===== src/rtl/priority_encoder_rr.sv =====
// Registered N-line priority encoder with a fixed-priority or round-robin winner,
// a single output register, and a valid/ready handshake on both sides.
module priority_encoder_rr #(
    parameter  int N = 8,
    localparam int W = $clog2(N)
) (
    input  logic         clk,
    input  logic         rst,
    input  logic [N-1:0] req,
    input  logic         req_valid,
    output logic         req_ready,
    input  logic         mode,
    output logic         out_valid,
    input  logic         out_ready,
    output logic [W-1:0] idx,
    output logic [N-1:0] onehot,
    output logic         none
);

    logic [W-1:0] last;
    logic [W-1:0] rr_start;
    logic [W-1:0] sel;
    logic [N-1:0] sel_onehot;
    logic         accept;
    logic         req_any;

    // Index k steps below base, wrapped into 0..N-1 so non-power-of-two N stays in range.
    function automatic logic [W-1:0] wrap_down(input logic [W-1:0] base, input int k);
        int v;
        v = (int'(base) + N - k) % N;
        return W'(v);
    endfunction

    assign req_ready = !out_valid || out_ready;
    assign accept    = req_valid && req_ready;
    assign req_any   = |req;
    assign rr_start  = (last == '0) ? W'(N - 1) : last - 1'b1;

    // NOTE: sel is defaulted before the loops so every path assigns it and no latch is inferred.
    always_comb begin
        sel = '0;
        if (!mode) begin
            for (int i = 0; i < N; i++) begin
                if (req[i]) sel = W'(i);
            end
        end else begin
            // Walk from the farthest position back to rr_start; the last hit is the first in search order.
            for (int k = N - 1; k >= 0; k--) begin
                if (req[wrap_down(rr_start, k)]) sel = wrap_down(rr_start, k);
            end
        end
    end

    assign sel_onehot = req_any ? (N'(1) << sel) : '0;

    // NOTE: all state uses non-blocking assignments so every register samples pre-edge values.
    always_ff @(posedge clk) begin
        if (rst) begin
            out_valid <= 1'b0;
            idx       <= '0;
            onehot    <= '0;
            none      <= 1'b0;
            last      <= '0;
        end else if (accept) begin
            out_valid <= 1'b1;
            idx       <= req_any ? sel : '0;
            onehot    <= sel_onehot;
            none      <= !req_any;
            if (mode && req_any) last <= sel;
        end else if (out_ready) begin
            out_valid <= 1'b0;
        end
    end

endmodule

===== config.mk =====
export PLATFORM = sky130hd
export DESIGN_NAME = priority_encoder_rr
export DESIGN_NICKNAME = d
export VERILOG_FILES = /design/src/rtl/priority_encoder_rr.sv
export SDC_FILE = /design/constraint.sdc
export NUM_CORES = 1
export LEC_CHECK = 0
export ABC_AREA = 1
export BUFFER_PORTS_ARGS = -buffer_cell sky130_fd_sc_hd__buf_2
export CAP_MARGIN = 5
export CORE_MARGIN = 2
export CORE_UTILIZATION = 45
export DETAILED_ROUTE_END_ITERATION = 6
export MAX_ROUTING_LAYER = met4
export PLACE_DENSITY = 0.69
export RECOVER_POWER = 50
export SETUP_SLACK_MARGIN = 0.5
export SLEW_MARGIN = 10
export SYNTH_ARGS = -nofsm -noshare
export SYNTH_HDL_FRONTEND = slang
export SYNTH_SLANG_ARGS = --single-unit

===== constraint.sdc =====
create_clock -name clk -period 2.8 [get_ports clk]
set_input_delay 0 -clock clk [delete_from_list [all_inputs] [get_ports clk]]
set_output_delay 0 -clock clk [all_outputs]
set_load 0.1 [all_outputs]

Word-level counts from Yosys, hierarchy flattened
Index checks and enable logic that the tools add are counted.

Register bits after elaboration: 16. Input port bits: 13. Logic and storage cells: 69.

Add/subtract/negate cells: 9. Magnitude comparators: 8. Shift operators: 1. Multiplexer cells: 37. Reductions and logical operators: 9.

Operator list (number): $mux W3 (17); $lt A3 B4 Y1 const B (8); $bmux W1 S3 (8); $sub A3 B3 Y3 const B (4); $mux W1 (11); $mux W8 (1); $reduce_or A8 Y1 (1); $shl A1 B3 Y8 const A (1); $sub A3 B1 Y3 const B (2); $sub A3 B2 Y3 const B (2); $add A3 B1 Y3 const B (1); $logic_not A3 Y1 (1); $logic_and A1 B1 Y1 (2); $logic_not A1 Y1 (2); $reduce_and A2 Y1 (1); $reduce_bool A2 Y1 (1); $logic_or A1 B1 Y1 (1).

Logic depth before layout (Yosys ltp)
Gate-level depths: netlist (run 1).

Word-level depth: 17. Gate-level depth with buffers: 25.

Worst setup path before layout (run 1)
OpenSTA, ideal clock, no wires.

Path kind: register -> register. Start: register out_valid. End: register last[1]. Library setup time: 116 ps. Arrival: 2759 ps. Data required time: 2684 ps. Slack: -75 ps. Stages on the path, launching flop included: 8. Path through: dfxtp_1 > nand2_1 > nand2_1 > nor2_1 > inv_1 > nor2_1 > o211ai_1 > inv_1.

Cells in the longest elaborated chain, start to end: 4.

RTL lines: from (decl) (RTL line 13) `output logic out_valid,`; from (signal assigned) (RTL line 59) `out_valid <= 1'b0;`; from (signal assigned) (RTL line 65) `out_valid <= 1'b1;`; from (signal assigned) (RTL line 71) `out_valid <= 1'b0;`; $logic_not A1 Y1 (RTL line 34) `assign req_ready = !out_valid || out_ready;`; $logic_or A1 B1 Y1 (RTL line 34); via req_ready (RTL line 11) `output logic req_ready,`; $logic_and A1 B1 Y1 (RTL line 35) `assign accept = req_valid && req_ready;`; $reduce_and A2 Y1 (no source line); to (signal assigned) (RTL line 69) `if (mode && req_any) last <= sel;`; to (decl) (RTL line 20) `logic [W-1:0] last;`.

The timed path passes the listed nets, and every way through them passes these cells. A chain may end at the register's enable or synchronous reset.

Worst setup path in the final report (run 1)
Start: register last[0]. End: register last[1].

Cells in the longest elaborated chain, start to end: 15.

RTL lines: $sub A3 B1 Y3 or $logic_not A3 Y1 (tied branches) (RTL line 37) `assign rr_start = (last == '0) ? W'(N - 1) : last - 1'b1;`; $mux W3 * (RTL line 37); $add A3 B1 Y3 * (RTL line 30) `v = (int'(base) + N - k) % N;`; $sub A3 B1 Y3 (RTL line 30); $bmux W1 S3 (RTL line 49) `if (req[wrap_down(rr_start, k)]) sel = wrap_down(rr_start, k);`; $mux W1 (implied by the code) (RTL line 49); $mux W3 (7 in a row) (RTL line 49); $mux W3 * (RTL line 49); $mux W3 * (RTL line 42) `if (!mode) begin`.

Mark *: on every way between the ends. The rest lies on a longest branch, timed or not. The select of a mux whose other input is x is not followed.

==> results of run 1 <==
placed cells by master (no fill, tap or decap):
master,Yosys,layout
or2_2,1,1
xnor2_2,0,1
o211ai_1,1,1
inv_4,1,3
nor2_1,9,9
a21oi_2,0,8
buf_6,2,3
nor3_1,2,2
inv_2,4,6
a21oi_1,23,15
xor2_4,0,1
nor2_4,3,4
dlygate4sd3_1,0,1
nand2_1,78,74
inv_8,0,1
clkbuf_1,0,15
dfxtp_1,16,13
nand3_2,10,21
clkbuf_4,0,3
clkbuf_8,1,1
nand2_4,3,6
inv_1,30,25
o21ai_0,4,4
ha_4,0,4
nand2_2,12,12
buf_4,0,12
a21oi_4,1,1
buf_2,1,12
dfxtp_2,0,3
nand3_4,0,2
nand3b_1,1,1
nand3_1,41,28
nand2_8,0,1
sequential cells by signal, indices dropped and copies added (netlist names):
signal     cells
out_valid      1
idx            3
last           3
none           1
onehot         8
stage by stage:
stage,setup slack (ns),std cells
2_1_floorplan,0.3128,252
3_3_place_gp,0.1722,323
3_5_place_dp,0.1812,323
4_1_cts,0.3177,336
5_1_grt,0.07989,340
6_report,0.2701,340
synthesized netlist by cell type, drive strengths merged:
cell type	count	area (sq um)
a21oi	24	131.4
buf	4	42.53
clkbuf	1	13.76
dfxtp	16	320.3
ha	4	50.05
inv	35	133.9
nand2	93	401.6
nand3	51	305.3
nand3b	1	7.510
nor2	13	73.82
nor3	2	10.01
o211ai	1	7.510
o21ai	4	20.02
or2	1	6.260
xnor2	1	8.760
xor2	1	8.760
per-layer routing:
| metal | share of wire, % | GRT usage [%] |
|---|---|---|
| met5 | 0 | - |
| met4 | 2.0 | 8.611 |
| met3 | 4.0 | 1.622 |
| met2 | 51 | 37.77 |
| met1 | 43 | 28.79 |
worst max-delay path: cells and delay by family, from the launching register on:
| family | cells | cell delay [ns] |
|---|---|---|
| AOI/OAI and AO/OA | 1 | 0.11 |
| xor gates and xnor gates | 1 | 0.17 |
| adders and majority gates | 3 | 0.51 |
| buffers and inverters | 4 | 0.33 |
| DFF | 1 | 0.36 |
| and+or+nand+nor | 14 | 0.93 |
cell families after synthesis:
kind of cell,after synthesis,share of synthesized area (%)
flip-flops,16,20.78
adder cells (fa/ha/maj),4,3.247
AND/OR/NAND/NOR,161,52.19
AO/OA/AOI/OAI,29,10.31
XOR/XNOR,2,1.137
buffers and inverters,40,12.34
worst paths after layout:
| kind | startpoint | to | cells after the start |
|---|---|---|---|
| max reg2reg | last[0] | last[1] | 23 |
| min | rst | onehot[6] | 2 |
| min reg2reg | idx[1] | idx[1] | 2 |
| max | last[0] | last[1] | 23 |
layout make-up:
type / count / area, sq um
sequential: 16 / 324.1
inverter: 35 / 146.4
fill: 329 / 1235
multi-input combinational: 196 / 1261
clock buffer: 4 / 36.28
tap: 46 / 57.56
timing repair buffer: 43 / 250.2
repair_timing:
item	CTS	global route
resized for setup	26	17
setup endpoints to repair	14	14
setup buffers	8	4
endpoints found under the hold margin	1	0
hold buffers	1	0
pin swaps	17	15
report_power, final:
| group | internal [mW] | switching (mW) |
|---|---|---|
| Clock | 0.0794 | 0.0770 |
| Combinational | 0.272 | 0.536 |
| Sequential | 0.245 | 0.00941 |
| Total | 0.596 | 0.623 |
==> metrics.txt, run 1 <==
placed cell area=1778 sq um; worst-path cell chain=inv_4 -> ha_4 -> ha_4 -> inv_8 -> nand2_4 -> ha_4 -> xor2_4 -> buf_4 -> nand3_2 -> nand3_2 -> nand2_1 -> nand3_1 -> nand2_1 -> nand2_1 -> nand2_1 -> nand2_1 -> nand2_1 -> nand2_1 -> nand2_1 -> nand2_2 -> nand2_1 -> o211ai_1 -> inv_1; final hold viol count=0; Post-Syn Instances=252; DRT antenna net count=0; critical path capture point type=register; CTS sink count=16; critical setup path kind=register to register; worst reg2reg setup slack=0.27 ns; Clock Skew=a little under 0.008 ns; area delta synth->final=34.66%; H-tree depth=1; # diodes=0; Avg WL per Cell=between 10 and 15 um; via/cell ratio=5.176; Core Region=between 3000 and 4000 sq um; Die X=62.53 um; Die Footprint=3909 sq um; CTS Root Cell=clkbuf_4; minimum clock period=2.530 ns; worst hold path class=input port to register; Yosys cell types=26; # DRC=0; total CTS buffers=3; Clock Latency Late Sink=0.30 ns; maximum clock insertion buffer count=2; Max Fanout on Critical Path=5; Setup Total Neg Slack=0 ns; # rows=21; Power Total=1.219 mW; post-DP HPWL=3182 um; height of the chip=62.53 um; gpl congestion=between 0.9 and 1; DR pass1 iterations=5; setup violators final=0; Yosys Warn Count=0; share of layout cells above drive strength 1=36.05%; first-pass GRT wire length=7148 um; power density over the cells=587.3 nW/um^2; relative slew slack=about 22%; CTS clk-pin slew, worst paths=0.10 ns; period utilisation layout=90.35%; CP arrival=2.72 ns; Pleak=~1 nW; CTS tree=built; final WL=4370 um; crit path max-delay cell type=dfxtp_2; unrepaired setup endpoints after global routing=true; Startpoint Class=register; sequential share of the synthesized area=20.78%; Vias=about 1800; Net Count, Synth=around 270; Initial Util=between 40% and 50%; Max VDD drop=0.3455 mV; synthesized area per cell=6.117 sq um; Max Cap Viol=0; Pins Over Slew Limit=0; 1st-iter DRT viols=84; Synth Register Bits=16; CP most frequent cell=nand2_1; Port Buf Inserts=26; Worst Hold Slack=0.009804 ns; total global-route track usage=~23%; Worst Path Required=roughly 3.0 ns; initial antenna violation count=0; vias in the first global route=1633; I/O pins=27; fmax=395.3 MHz; final instance area=2076 sq um; largest net degree at the start of global routing=16; CP peak stage delay=0.36 ns; Post-Syn Area=1541 sq um; outcome=finished clean; Overflow after GRT=0; core occupancy in the finished layout=62.70%; fin nets=between 300 and 400; Tightest Pin Transition=1.174 ns
Note: power is estimated with default switching activity, not from simulation.
==> run 2, diff against run 1 <==
- PLACE_DENSITY: 0.69 -> unset
- PLACE_DENSITY_LB_ADDON: unset -> 0.1
==> metrics.txt, run 2 (same netlist as run 1, synthesis figures left out) <==
outcome=finished clean; # DRC=0; Port Buf Inserts=26; Initial Util=approximately 47%; CTS sink count=16; Core Region=3311 sq um; Power Total=roughly 1.2 mW; Die Footprint=approximately 4000 sq um; Largest register FFs=8; total global-route track usage=23.05%; Top reg by flops=onehot; DR pass1 iterations=4; CTS Root Cell=clkbuf_4; CP Buf/Inv Count=4; Startpoint Class=register; via/cell ratio=between 5 and 6; CP most frequent cell=nand2_1; relative slew slack=21.12%; top flop regs=onehot: 8 flops, idx: 3 flops, last: 3 flops; post-DP HPWL=~3200 um; CTS clk-pin slew, worst paths=0.09 ns; final WL=4256 um; fmax=396.0 MHz; worst hold path class=input port to register; maximum clock insertion buffer count=2; critical path capture point type=register; Worst Path Required=between 2 and 3 ns; CTS tree=built; period utilisation layout=90.19%; Vias=1748; most frequent cells in the layout=nand2_1 (68), nand3_1 (29), inv_1 (25), nand3_2 (20), a21oi_1 (17); power density over the cells=569.6 nW/um^2; Max VDD drop=about 0.35 mV; crit path max-delay cell type=dfxtp_2; Clock Skew=0.007911 ns; fin nets=313; minimum clock period=approximately 2.5 ns; Top delay family on crit path=simple AND/OR/NAND/NOR gates; first-pass GRT wire length=7155 um; I/O pins=27; unrepaired setup endpoints after global routing=true; height of the chip=62.53 um; Setup Total Neg Slack=0 ns; Max Cap Viol=0; final hold viol count=0; gpl congestion=0.9289; core occupancy in the finished layout=a little under two thirds; Pins Over Slew Limit=0; Die X=around 63 um; H-tree depth=1; 1st-iter DRT viols=93; vias in the first global route=1666; Fillers=337; Max Fanout on Critical Path=6; commonest non-fill, non-tap cell in the layout=nand2_1; Overflow after GRT=0; area delta synth->final=36.93%; Clock Latency Late Sink=roughly 0.30 ns; CP peak stage delay=0.36 ns; # diodes=0; Tightest Pin Transition=1.188 ns; setup violators final=0; worst reg2reg setup slack=0.27 ns; # rows=21; DRT antenna net count=0; CP arrival=2.72 ns; largest net degree at the start of global routing=16; share of layout cells above drive strength 1=37.29%; total CTS buffers=3; initial antenna violation count=0; critical setup path kind=register to register; Avg WL per Cell=12.48 um; worst-path cell chain=inv_4 -> ha_4 -> ha_4 -> nor2_4 -> ha_4 -> inv_4 -> nand3_2 -> nand2_1 -> nand2_2 -> nand2_4 -> inv_2 -> a21oi_2 -> nand2_1 -> nand3_2 -> nand2_1 -> nand2_1 -> nand3_2 -> nand2_4 -> inv_4 -> nand3_1 -> a21oi_1; Pleak=0.9987 nW
==> run 2: worst reg2reg max path: cells and delay by family, from the launching register on <==
| kind | cells | cell delay [ns] |
|---|---|---|
| fa+ha+maj | 3 | 0.58 |
| simple gates | 12 | 1.10 |
| buf+inv | 4 | 0.22 |
| flops | 1 | 0.36 |
| compound gates | 2 | 0.16 |
==> run 2: path summary, 6_finish.rpt <==
kind | from | to | cells past startpoint
worst max-delay path | last[0] | onehot[5] | 21
worst min-delay path | rst | onehot[3] | 2
worst max register to register | last[0] | onehot[5] | 21
worst min register to register | onehot[4] | onehot[4] | 2
==> run 2: stage by stage <==
step	worst slack [ns]	hold WS, ns	std cells	area (sq um)
detailed placement	0.1725	0.2867	324	1785
global placement	0.1885	0.2762	324	1785
finish	0.2746	0.02741	341	2111
CTS	0.3538	0.01970	339	1999
global route	0.02013	0.05019	341	2111
floorplan	0.3128	0.06907	252	1617
==> run 2: area by class of cell <==
| cell class | count | area (sq um) | area share, % |
|---|---|---|---|
| clock buffers | 4 | 36.28 | 1.719 |
| inverters | 35 | 146.4 | 6.935 |
| multi-input cells | 196 | 1281 | 60.70 |
| flip-flops and latches | 16 | 324.1 | 15.35 |
| well taps | 46 | 57.56 | 2.727 |
| repair buffers | 44 | 265.3 | 12.57 |
==> run 2: timing repair <==
| action | CTS | global route |
|---|---|---|
| hold buffers | 1 | 0 |
| endpoints found under the setup margin | 13 | 14 |
| buffers inserted | 10 | 2 |
| pin swaps | 14 | 18 |
| resized for setup | 22 | 29 |
| hold endpoints to repair | 1 | 0 |
==> run 2: metal layers <==
| layer | track usage (%) | share of wire [%] | vias up |
|---|---|---|---|
| met5 | - | 0 | - |
| met4 | 13.06 | 3.3 | 0 |
| met3 | 2.342 | 3.9 | 13 |
| met2 | 37.90 | 50 | 42 |
| met1 | 27.57 | 43 | 796 |
| li1 | - | - | 897 |
==> run 2: power breakdown <==
part           switching (mW)  internal, mW  total [mW]
Combinational           0.524         0.271       0.795
Sequential            0.00882         0.245       0.254
Clock                  0.0744        0.0795       0.154
==> run 3, diff against run 2 <==
- CORE_MARGIN: 2 -> 1
==> metrics.txt, run 3 (same netlist as run 1, synthesis figures left out) <==
outcome=finished clean; area delta synth->final=31.66%; Clock Latency Late Sink=0.29 ns; first-pass GRT wire length=7065 um; critical setup path kind=register to register; # diodes=0; # DRC=0; unrepaired setup endpoints after global routing=true; power density over the cells=between 500 and 600 nW/um^2; CTS sink count=16; Max VDD drop=0.3204 mV; Initial Util=48.89%; Top reg by flops=onehot; top flop regs=onehot: 8 flops, idx: 3 flops, last: 3 flops; gpl congestion=0.9724; final WL=4370 um; critical path capture point type=register; Vias=1737; Avg WL per Cell=12.89 um; 1st-iter DRT viols=between 100 and 150; Overflow after GRT=0; largest net degree at the start of global routing=16; most frequent cells in the layout=nand2_1 (73), nand3_1 (35), inv_1 (25), a21oi_1 (20), clkbuf_1 (15); Max Fanout on Critical Path=7; vias in the first global route=~1500; Clock Skew=0.004978 ns; maximum clock insertion buffer count=2; Max Cap Viol=0; height of the chip=60.53 um; commonest non-fill, non-tap cell in the layout=nand2_1; Tightest Pin Transition=between 1 and 1.5 ns; H-tree depth=1; Startpoint Class=register; I/O pins=27; initial antenna violation count=0; total CTS buffers=3; minimum clock period=2.542 ns; Power Total=between 1 and 1.5 mW; DR pass1 iterations=4; fmax=roughly 390 MHz; fin nets=313; DRT antenna net count=0; share of layout cells above drive strength 1=32.54%; Die Footprint=3663 sq um; # rows=20; setup violators final=0; Cell Count, Final, Fillers Out=339; final hold viol count=0; Setup Total Neg Slack=0 ns; CTS clk-pin slew, worst paths=roughly 0.090 ns; CTS tree=built; Die X=60.53 um; worst hold path class=input port to register; Largest register FFs=8; relative slew slack=22.50%; Worst Path Required=3.03 ns; cell total after placement=322; CP arrival=2.77 ns; Port Buf Inserts=26; total global-route track usage=26.50%; worst reg2reg setup slack=0.26 ns; Core Region=3153 sq um; period utilisation layout=slightly above 90%; via/cell ratio=5.124; Pins Over Slew Limit=0; Pleak=0.9721 nW; CTS Root Cell=clkbuf_4; post-DP HPWL=3224 um
run 3: cell counts in the layout (fill, tap and decap cells not counted):
No cell type changed its count.
run 3: worst max-delay path, cell delays in order (launching register included):
cell and delay [ns]:
dfxtp_2 0.36, inv_4 0.04, ha_4 0.15, ha_4 0.19, inv_8 0.08, buf_6 0.11
nand3b_1 0.13, nand2_2 0.12, nand2_1 0.10, nand3_2 0.10, nand2_2 0.04, nand2_1 0.05
nand2_1 0.05, nand2_1 0.05, nand2_1 0.05, nand2_1 0.05, nand2_1 0.05, nand2_1 0.05
nand2_1 0.06, nand2_2 0.11, nand2_2 0.08, nor2_4 0.15, buf_6 0.12, nand3_2 0.08
a21oi_2 0.11
run 3: final timing paths:
| path | endpoint | cells after the start | start |
|---|---|---|---|
| setup / recovery | onehot[3] | 24 | last[0] |
| hold / removal | onehot[3] | 2 | rst |
| setup reg to reg | onehot[3] | 24 | last[0] |
| hold reg to reg | onehot[4] | 2 | onehot[4] |
run 3: layer usage:
metal	vias up	GRT usage, %	part of all wire [%]
met5	-	-	0
met4	0	3.571	0.89
met3	4	5.330	4.5
met2	61	38.15	45
met1	778	38.84	49
li1	894	-	-
run 3: through the flow:
step	util, %	cell area, sq um	hold slack [ns]	worst slack, ns
6_report	64.37	2029	0.03124	0.2584
5_1_grt	64.37	2029	0.02261	0.08162
4_1_cts	62.90	1983	0.02663	0.3326
3_5_place_dp	56.55	1783	0.2821	0.1758
3_3_place_gp	56.55	1783	0.2739	0.1672
2_1_floorplan	-	1617	0.06907	0.3128
run 3: repair_timing:
action / 4_1_cts / 5_1_grt
hold buffers: 1 / 0
hold endpoints to repair: 1 / 0
resized for setup: 19 / 12
buffers inserted: 9 / 3
setup endpoints to repair: 13 / 14
pin swaps: 17 / 11
run 3: area by class of cell:
type                            instances  area, sq um
Timing Repair Buffer                   44        274.0
Fill cell                             317         1124
Sequential cell                        16        324.1
Inverter                               35        146.4
Tap cell                               44        55.05
Clock buffer                            4        36.28
Multi-Input combinational cell        196         1194
run 3: power by group:
group / total (mW) / switching [mW] / internal [mW]
Sequential: 0.253 / 0.00839 / 0.245
Combinational: 0.778 / 0.519 / 0.259
Clock: 0.152 / 0.0723 / 0.0792
